[src/rtl/stack_pkg.sv]
// rtl/stack_pkg.sv - shared op, RAM delta and SWAP state encodings for the stack TOS controller
package stack_pkg;

    localparam logic [2:0] OP_NOP     = 3'd0;
    localparam logic [2:0] OP_PUSH    = 3'd1;
    localparam logic [2:0] OP_DROP    = 3'd2;
    localparam logic [2:0] OP_POPREP  = 3'd3;
    localparam logic [2:0] OP_REPLACE = 3'd4;
    localparam logic [2:0] OP_SWAP    = 3'd5;

    localparam logic [1:0] DELTA_HOLD = 2'b00;
    localparam logic [1:0] DELTA_PUSH = 2'b01;
    localparam logic [1:0] DELTA_POP  = 2'b11;

    // ST_SWAP_POP is the cycle the SWAP is accepted; only SWAP_PUSH is a held state
    typedef enum logic [1:0] {
        ST_IDLE      = 2'd0,
        ST_SWAP_POP  = 2'd1,
        ST_SWAP_PUSH = 2'd2
    } swap_state_t;

endpackage

[src/rtl/stack_depth_ctr.sv]
// rtl/stack_depth_ctr.sv - logical depth counter with full/empty/ge2 compares and sticky ovf/unf flags
module stack_depth_ctr #(
    parameter int CAP = 512,
    parameter int DW  = $clog2(CAP + 1)
) (
    input  logic          clk,
    input  logic          rst,
    input  logic          i_inc,
    input  logic          i_dec,
    input  logic          i_set_ovf,
    input  logic          i_set_unf,
    input  logic          i_err_clr,
    output logic [DW-1:0] o_depth,
    output logic          o_full,
    output logic          o_empty,
    output logic          o_ge2,
    output logic          o_ovf,
    output logic          o_unf
);

    logic [DW-1:0] r_depth;
    logic          r_ovf;
    logic          r_unf;

    assign o_depth = r_depth;
    assign o_full  = (r_depth == DW'(CAP));
    assign o_empty = (r_depth == '0);
    // widened by one bit so the constant 2 survives when CAP is 1
    assign o_ge2   = ({1'b0, r_depth} >= (DW + 1)'(2));
    assign o_ovf   = r_ovf;
    assign o_unf   = r_unf;

    // depth moves by at most one per cycle and is blocked at both ends
    always_ff @(posedge clk) begin
        if (rst) begin
            r_depth <= '0;
        end else if (i_inc && !o_full) begin
            r_depth <= r_depth + 1'b1;
        end else if (i_dec && !o_empty) begin
            r_depth <= r_depth - 1'b1;
        end
    end

    // sticky error flags; a new error in the clear cycle keeps the flag set
    always_ff @(posedge clk) begin
        if (rst) begin
            r_ovf <= 1'b0;
            r_unf <= 1'b0;
        end else begin
            if (i_set_ovf) begin
                r_ovf <= 1'b1;
            end else if (i_err_clr) begin
                r_ovf <= 1'b0;
            end
            if (i_set_unf) begin
                r_unf <= 1'b1;
            end else if (i_err_clr) begin
                r_unf <= 1'b0;
            end
        end
    end

endmodule

[src/rtl/stack_tos_ctrl.sv]
// rtl/stack_tos_ctrl.sv - top-of-stack register and op translator in front of the RAM stack
module stack_tos_ctrl
    import stack_pkg::*;
#(
    parameter int WIDTH = 16,
    parameter int DEPTH = 512,
    parameter int CAP   = DEPTH
) (
    input  logic                       clk,
    input  logic                       rst,
    input  logic                       op_valid,
    input  logic [2:0]                 op,
    input  logic [WIDTH-1:0]           din,
    output logic [WIDTH-1:0]           tos,
    output logic [WIDTH-1:0]           nos,
    output logic                       tos_valid,
    output logic                       nos_valid,
    output logic [$clog2(CAP+1)-1:0]   depth,
    output logic                       ovf,
    output logic                       unf,
    input  logic                       err_clr,
    output logic                       ram_we,
    output logic [1:0]                 ram_delta,
    output logic [WIDTH-1:0]           ram_wd,
    input  logic [WIDTH-1:0]           ram_rd
);

    localparam int DW      = $clog2(CAP + 1);
    // never let the logical capacity exceed what the RAM instance can hold
    localparam int CAP_EFF = (CAP < DEPTH) ? CAP : DEPTH;

    logic [WIDTH-1:0] r_tos;
    logic [WIDTH-1:0] r_shadow;
    swap_state_t      r_state;

    swap_state_t      w_phase;
    swap_state_t      w_state_nxt;
    logic [WIDTH-1:0] w_tos_nxt;
    logic [WIDTH-1:0] w_shadow_nxt;
    logic             w_we;
    logic [1:0]       w_delta;
    logic [WIDTH-1:0] w_wd;
    logic             w_inc;
    logic             w_dec;
    logic             w_set_ovf;
    logic             w_set_unf;
    logic             w_full;
    logic             w_empty;
    logic             w_ge2;
    logic [DW-1:0]    w_depth;

    stack_depth_ctr #(
        .CAP (CAP_EFF),
        .DW  (DW)
    ) u_depth (
        .clk       (clk),
        .rst       (rst),
        .i_inc     (w_inc),
        .i_dec     (w_dec),
        .i_set_ovf (w_set_ovf),
        .i_set_unf (w_set_unf),
        .i_err_clr (err_clr),
        .o_depth   (w_depth),
        .o_full    (w_full),
        .o_empty   (w_empty),
        .o_ge2     (w_ge2),
        .o_ovf     (ovf),
        .o_unf     (unf)
    );

    assign tos       = r_tos;
    assign nos       = ram_rd;
    assign depth     = w_depth;
    assign tos_valid = !w_empty;
    assign nos_valid = w_ge2;

    // reset forces the RAM command idle so the RAM pointer resets cleanly alongside us
    assign ram_we    = rst ? 1'b0 : w_we;
    assign ram_delta = rst ? DELTA_HOLD : w_delta;
    assign ram_wd    = rst ? r_tos : w_wd;

    // SWAP_POP is the accepting cycle itself, so the pop reaches the RAM without delay
    always_comb begin
        w_phase = r_state;
        if (r_state == ST_IDLE && op_valid && op == OP_SWAP && w_ge2) begin
            w_phase = ST_SWAP_POP;
        end
    end

    // op decode: RAM command, next T, depth step, error flags and SWAP sequencing
    always_comb begin
        w_state_nxt  = ST_IDLE;
        w_tos_nxt    = r_tos;
        w_shadow_nxt = r_shadow;
        w_we         = 1'b0;
        w_delta      = DELTA_HOLD;
        w_wd         = r_tos;
        w_inc        = 1'b0;
        w_dec        = 1'b0;
        w_set_ovf    = 1'b0;
        w_set_unf    = 1'b0;
        case (w_phase)
            ST_SWAP_POP: begin
                w_delta      = DELTA_POP;
                w_shadow_nxt = r_tos;
                w_tos_nxt    = ram_rd;
                w_state_nxt  = ST_SWAP_PUSH;
            end
            ST_SWAP_PUSH: begin
                w_we    = 1'b1;
                w_delta = DELTA_PUSH;
                w_wd    = r_shadow;
                // the core is not allowed to issue here; flag it and drop the op
                w_set_unf = op_valid;
            end
            default: begin
                if (op_valid) begin
                    case (op)
                        OP_PUSH: begin
                            if (w_full) begin
                                w_set_ovf = 1'b1;
                            end else if (w_empty) begin
                                w_tos_nxt = din;
                                w_inc     = 1'b1;
                            end else begin
                                w_we      = 1'b1;
                                w_delta   = DELTA_PUSH;
                                w_tos_nxt = din;
                                w_inc     = 1'b1;
                            end
                        end
                        OP_DROP: begin
                            if (w_empty) begin
                                w_set_unf = 1'b1;
                            end else if (!w_ge2) begin
                                w_dec = 1'b1;
                            end else begin
                                w_delta   = DELTA_POP;
                                w_tos_nxt = ram_rd;
                                w_dec     = 1'b1;
                            end
                        end
                        OP_POPREP: begin
                            if (!w_ge2) begin
                                w_set_unf = 1'b1;
                            end else begin
                                w_delta   = DELTA_POP;
                                w_tos_nxt = din;
                                w_dec     = 1'b1;
                            end
                        end
                        OP_REPLACE: begin
                            if (w_empty) begin
                                w_set_unf = 1'b1;
                            end else begin
                                w_tos_nxt = din;
                            end
                        end
                        OP_SWAP: begin
                            // a valid SWAP took the SWAP_POP branch, so only the short case lands here
                            w_set_unf = 1'b1;
                        end
                        default: begin
                        end
                    endcase
                end
            end
        endcase
    end

    // SWAP state register
    always_ff @(posedge clk) begin
        if (rst) begin
            r_state <= ST_IDLE;
        end else begin
            r_state <= w_state_nxt;
        end
    end

    // T and the SWAP shadow copy of the old T
    always_ff @(posedge clk) begin
        if (rst) begin
            r_tos    <= '0;
            r_shadow <= '0;
        end else begin
            r_tos    <= w_tos_nxt;
            r_shadow <= w_shadow_nxt;
        end
    end

endmodule

[config.mk]
export PLATFORM = sky130hd
export DESIGN_NAME = stack_tos_ctrl
export DESIGN_NICKNAME = d
export VERILOG_FILES = /design/src/rtl/stack_pkg.sv /design/src/rtl/stack_depth_ctr.sv /design/src/rtl/stack_tos_ctrl.sv
export SDC_FILE = /design/constraint.sdc
export NUM_CORES = 1
export LEC_CHECK = 0
export BUFFER_PORTS_ARGS = -buffer_cell sky130_fd_sc_hd__buf_2
export CORE_AREA = 2 2 76 78
export CTS_CLUSTER_DIAMETER = 50
export DETAILED_ROUTE_END_ITERATION = 7
export DIE_AREA = 0 0 78 80
export GPL_TIMING_DRIVEN = 0
export PLACE_DENSITY = 0.89
export SLEW_MARGIN = 10
export SYNTH_ARGS = -nofsm -noshare
export SYNTH_HDL_FRONTEND = slang
export SYNTH_SLANG_ARGS = --single-unit
[constraint.sdc]
create_clock -name clk -period 10.9 [get_ports clk]
set_input_delay 1.09 -clock clk [delete_from_list [all_inputs] [get_ports clk]]
set_output_delay 1.09 -clock clk [all_outputs]
set_load 0.02 [all_outputs]
Yosys cells after proc, flatten, opt, wreduce, memory -nomap -nowiden
Index checks and enable logic that the tools add are counted.
{"block": "totals", "word_cells": 88, "regBits": 46, "in_bits": 39, "out_inout_bits": 65}
{"block": "classes", "eq_ne": 13, "n_addsub": 2, "reduce_logical": 17, "magnitude_cmp": 1, "n_bitwise": 1, "mux": 48}
{"operator": "2-to-1 mux 16 bit", "count": 8}
{"operator": "case mux 16 bit (4 select lines)", "count": 1}
{"operator": "case mux 16 bit (2 select lines)", "count": 1}
{"operator": "2-to-1 mux 1 bit", "count": 24}
{"operator": "2-to-1 mux 10 bit", "count": 2}
{"operator": "inequality test 3 bit (second input constant)", "count": 5}
{"operator": "2-to-1 mux 2 bit", "count": 6}
{"operator": "adder 10 x 1 -> 10 bit (second input constant)", "count": 1}
{"operator": "== test 10 bit (second input constant)", "count": 1}
{"operator": ">= comparator 10 x 2 -> 1 bit (second input constant)", "count": 1}
{"operator": "zero test 10 bit", "count": 1}
{"operator": "subtractor 10 x 1 -> 10 bit (second input constant)", "count": 1}
{"operator": "AND reduction 8 bit", "count": 1}
{"operator": "nonzero test 2 bit", "count": 4}
{"operator": "== test 3 x 2 -> 1 bit (second input constant)", "count": 2}
{"operator": "== test 3 bit (second input constant)", "count": 2}
{"operator": "case mux 1 bit (2 select lines)", "count": 3}
{"operator": "case mux 2 bit (3 select lines)", "count": 1}
{"operator": "logical AND 1 bit", "count": 5}
{"operator": "nonzero test 5 bit", "count": 1}
{"operator": "case mux 2 bit (2 select lines)", "count": 1}
{"operator": "OR reduction 2 bit", "count": 2}
{"operator": "== test 3 x 1 -> 1 bit (second input constant)", "count": 1}
{"operator": "case mux 1 bit (3 select lines)", "count": 1}
{"operator": "other kinds (5)", "count": 6}

Longest topological paths before layout
{"block": "depth", "word_depth": 11, "mapped_depth": 12, "depth_no_buf": 11}

Hierarchy
Synthesis repeated with hierarchy kept, for this count alone.
{"block": "hier_totals", "cells_unflattened": 321, "hier_area_um2": 2807.7}
{"module": "stack_tos_ctrl", "cells_each": 220, "seq_area_each_um2": 660.6, "n_inst": 1, "area_per_inst_um2": 1929.4}
{"module": "stack_depth_ctr", "cells_each": 101, "seq_area_each_um2": 240.2, "n_inst": 1, "area_per_inst_um2": 878.3}

Worst setup path after synthesis
No wires, ideal clock.
{"block": "synth_timing", "path_kind": "input to register", "start": "input port op_valid", "end": "register u_depth.r_depth[9] (netlist: u_depth.o_depth[9])", "setup_time_ns": 0.123, "t_required_ns": 10.777, "cell_stages": 12, "t_arrival_ns": 3.921, "path_buffers": 1, "setup_slack_ns": 6.856, "path_cell_list": "and4bb_2 o311a_1 buf_6 nor2_1 nand2_1 ha_1 and3_1 a2111oi_1 a21oi_1 a31oi_1 mux2i_1 mux2_1"}
{"block": "synth_between", "elab_chain_cells": 9, "elab_cells_between_ends": 15, "cone_classes": "2 x eq/ne; 6 x mux; 7 x reduce/logical"}
{"item": "start: declaration", "line_no": "stack_tos_ctrl.sv:11", "rtl": "input logic op_valid,"}
{"item": "logical AND 1 bit (3 in series)", "line_no": "stack_tos_ctrl.sv:85", "rtl": "if (r_state == ST_IDLE && op_valid && op == OP_SWAP && w_ge2) begin"}
{"item": "2-to-1 mux 2 bit", "line_no": "stack_tos_ctrl.sv:85"}
{"item": "== test 2 bit or == test 2 x 1 -> 1 bit (tied branches)", "line_no": "stack_tos_ctrl.sv:102", "rtl": "case (w_phase)"}
{"item": "OR reduction 2 bit (no source line)"}
{"item": "2-to-1 mux 1 bit", "line_no": "stack_tos_ctrl.sv:102"}
{"item": "logical AND 1 bit (on tied branches)", "line_no": "stack_depth_ctr.sv:37, stack_depth_ctr.sv:39"}
{"item": "2-to-1 mux 10 bit or nonzero test 2 bit (tied branches)"}
{"item": "end signal: assignment", "line_no": "stack_depth_ctr.sv:38", "rtl": "r_depth <= r_depth + 1'b1;"}
{"item": "end signal: assignment", "line_no": "stack_depth_ctr.sv:40", "rtl": "r_depth <= r_depth - 1'b1;"}
{"item": "end: declaration", "line_no": "stack_depth_ctr.sv:21", "rtl": "logic [DW-1:0] r_depth;"}
Parallel ways exist; a longest one is shown, timed or not.
A chain may end at the register's enable or synchronous reset.

Final worst setup path
{"block": "layout_timing", "start": "input port op[1]", "end": "register u_depth.r_depth[9] (netlist: u_depth.o_depth[9])"}
{"block": "layout_between", "elab_chain_cells": 9, "elab_cells_between_ends": 20, "cone_classes": "6 x eq/ne; 8 x mux; 6 x reduce/logical"}
{"item": "start: declaration", "line_no": "stack_tos_ctrl.sv:12", "rtl": "input logic [2:0] op,"}
{"item": "== test 3 bit", "line_no": "stack_tos_ctrl.sv:85"}
{"item": "logical AND 1 bit (2 in series)", "line_no": "stack_tos_ctrl.sv:85"}
{"item": "2-to-1 mux 2 bit", "line_no": "stack_tos_ctrl.sv:85"}
{"item": "== test 2 bit or == test 2 x 1 -> 1 bit (tied branches)", "line_no": "stack_tos_ctrl.sv:102"}
{"item": "OR reduction 2 bit (no source line)"}
{"item": "2-to-1 mux 1 bit", "line_no": "stack_tos_ctrl.sv:102"}
{"item": "logical AND 1 bit (on tied branches)", "line_no": "stack_depth_ctr.sv:37, stack_depth_ctr.sv:39"}
{"item": "2-to-1 mux 10 bit or nonzero test 2 bit (tied branches)"}
Parallel ways exist; a longest one is shown, timed or not.

==> flow_summary.json <==
{
  "top_layer": "met4",
  "fin_nets": 459,
  "rsz0062_at_grt": "false",
  "setup_viol": 0,
  "critPathArrivalTime_ns": 4.63,
  "htree_levels": 2,
  "p_total_mw": 0.439,
  "die-area_um2": 6240,
  "io_buffers": 101,
  "antenna_cells": 0,
  "first_pass_iters": 4,
  "synth.distinct_cells": 52,
  "root_buffer": "clkbuf_8",
  "end_kind": "flip-flop",
  "die_x_um": 78,
  "fin_crit_sh_pct": 40.7,
  "rows": 27,
  "status": "finished clean",
  "core_um2": 5410,
  "place_hpwl_um": 5420,
  "fin_area_um2": 3450,
  "initial_core_util_pct": 51.1,
  "grt_max_degree": 16,
  "wl_per_cell_um": 14.3,
  "final_util_pct": 63.8,
  "top_level_ports": 104,
  "slew_violations": 0,
  "power_leakage_nw": 1.69,
  "start_kind": "input pin",
  "power_density_nw_per_um2": 127,
  "max_stage_delay_ns": 0.69,
  "seq_area_frac_synth_pct": 32.6,
  "drt-vias-per-instance": 5.26,
  "area_growth_pct": 24.8,
  "yosys_warnings": 0,
  "postRouteAntennaNets": 0,
  "setup_tns_ns": 0,
  "grt_pass1_wl_um": 11300,
  "fillers": 460,
  "slowest_stage": "a2111oi_1",
  "cts.sinks": 45,
  "drive_gt1_share_pct": 42.1,
  "crit_start": "op[1]",
  "first_global_vias": 2525,
  "wl_met1_um": 2870,
  "wl_met2_um": 3460,
  "cts_buffers": 5,
  "synth-edff-count": 0,
  "syn_inst": 302,
  "grt_usage_pct": 22.2,
  "hp-class": "flip-flop to flip-flop",
  "routed_wl_um": 6920,
  "grt_antenna_before_repair": 0,
  "worst_slew_pin_slew_ns": 0.712,
  "crit_family": "compound AO/OA/AOI/OAI gates",
  "timing.fmax_ghz": 0.226,
  "r2r_cells": 12,
  "hp-start": "r_shadow[1]",
  "drt_iter0_drc": 68,
  "yosys.area.top_type_share_pct": 32.6,
  "met3_length_um": 487,
  "cts_resized": 0,
  "synthesis.area_um2": 2760,
  "crit_type": "input pin to flip-flop",
  "ir_worst_vdd_mv": 0.0680,
  "synthesis.nets": 351,
  "maxCapViolCount": 0,
  "synth-seq-cells": 45,
  "postCtsHoldBufs": 0,
  "worstSetupEndpoint": "u_depth.o_depth[9]",
  "vias": 2541,
  "critPathMaxFanout": 10,
  "die_h_um": 80,
  "required_ns": 11.10,
  "crit_cells": 13,
  "yosysTopAreaCell": "dfxtp_1",
  "dpl_cell_area_um2": 3360,
  "min_period_ns": 4.43,
  "routabilityCongestion": 0.826,
  "maxSlewHeadroom_pct": 52.4,
  "rrSetupSlack_ns": 6.50,
  "cp_num_buf_inv": 2,
  "overflow": 0,
  "drc": 0,
  "clk_path_buf_depth": 2,
  "cts_tree": "built",
  "r2r-end": "u_depth.o_depth[9]",
  "synth_common_cells": "45 x dfxtp_1, 38 x nor2_1, 35 x nand2_1",
  "finClkSkew_ns": 0.00802,
  "clkSlewWorstSetupHoldPaths_ns": 0.09,
  "synthArstFlopShare_pct": 0,
  "avgSynthCellArea_um2": 9.15,
  "cts_setup_buffers": 0,
  "rr_startpoint": "u_depth.o_depth[5]",
  "synthTopCellsByArea": "dfxtp_1 33%, mux2i_1 8.7%, a211oi_2 7.2%, mux2_2 6.5%, nor2_1 5.2%",
  "clk_latency_ns": 0.31,
  "path_cells": "buf_2 -> and4bb_2 -> o311a_1 -> buf_6 -> nor2_1 -> nand2_1 -> ha_1 -> and3_1 -> a2111oi_1 -> a21oi_1 -> a31oi_1 -> mux2i_1 -> mux2_1",
  "yosys_most_used_dff": "dfxtp_1",
  "hold_violations": 0,
  "synthMostInstantiatedCell": "dfxtp_1"
}
[routing by layer]
layer	vias up	GRT usage (%)
li1	1259	-
met1	1165	26.0
met2	106	39.7
met3	11	4.98
met4	0	8.07
met5	-	0
[registers in the layout, indices dropped and copies added, names as in the netlist]
| signal | flops |
|---|---|
| r_shadow | 16 |
| u_depth.o_ovf | 1 |
| u_depth.o_unf | 1 |
| u_depth.o_depth | 10 |
| tos | 16 |
| r_state | 1 |
[per-stage QoR]
stage,std cells,worst slack (ns),hold WS (ns)
floorplan,302,6.86,0.434
global placement,475,6.33,0.439
detailed placement,475,6.18,0.449
CTS,483,6.50,0.461
global route,483,6.27,0.476
finish,483,6.47,0.460
[cells in the final DEF, fill, tap and decap left out, types with 2 or more instances in the layout]
master    netlist  final
or4_4           2      2
mux2i_1        24     24
a211oi_2       16     16
nor2_1         38     38
and3_1          2      2
nor2b_1         3      3
o311a_1         2      2
mux2_2         16     16
clkbuf_1        8      8
and2_1          2      2
a21oi_1        23     23
ha_1            9      9
xnor2_1         4      4
xor2_1          5      5
dfxtp_1        45     45
a21o_1          2      2
clkbuf_8        0      5
buf_6           3      3
buf_4          17     17
inv_1           4      4
nand2_1        35     35
buf_2           2    103
buf_1           2      2
nor3_1          3      3
nand3b_1        2      2
nand2b_1        6      6
[kinds of logic after synthesis]
kind of cell	after synthesis	synth area share [%]
AOI/OAI and AO/OA	56	16.7
xor gates and xnor gates	9	2.85
adders and majority gates	10	4.80
buffers and inverters	38	8.97
DFF	45	32.6
muxes	41	15.6
and+or+nand+nor	103	18.4
[power by group]
part / switching [mW] / leakage (nW) / internal (mW)
registers: 0.00964 / 0.366 / 0.173
clock network: 0.0606 / 0.0445 / 0.0455
logic: 0.0874 / 1.28 / 0.0625
total: 0.158 / 1.69 / 0.281
[layout make-up]
class / count / area [um2] / share of cell area, %
Inverter: 5 / 18.8 / 0.544
Sequential cell: 45 / 901 / 26.1
Tap cell: 72 / 90.1 / 2.61
Clock inverter: 3 / 21.3 / 0.617
Buffer: 33 / 229 / 6.64
Clock buffer: 5 / 68.8 / 2.00
Multi-Input combinational cell: 219 / 1610 / 46.8
Timing Repair Buffer: 101 / 505 / 14.7
[worst reg2reg max path, stage by stage (launching register included)]
cell,delay (ns)
dfxtp_1,0.35
or4_4,0.59
o311a_1,0.36
buf_6,0.16
nor2_1,0.17
nand2_1,0.29
ha_1,0.44
and3_1,0.20
a2111oi_1,0.69
a21oi_1,0.22
a31oi_1,0.25
mux2i_1,0.25
mux2_1,0.33
[worst min path at each step]
stage,cells after the start,to,slack [ns]
floorplan,2,r_shadow[0],0.43
global placement,2,r_shadow[15],0.44
detailed placement,2,r_shadow[1],0.45
CTS,2,r_shadow[1],0.46
global route,2,r_shadow[1],0.48
finish,2,r_shadow[1],0.46
(Power assumes the default switching activity.)
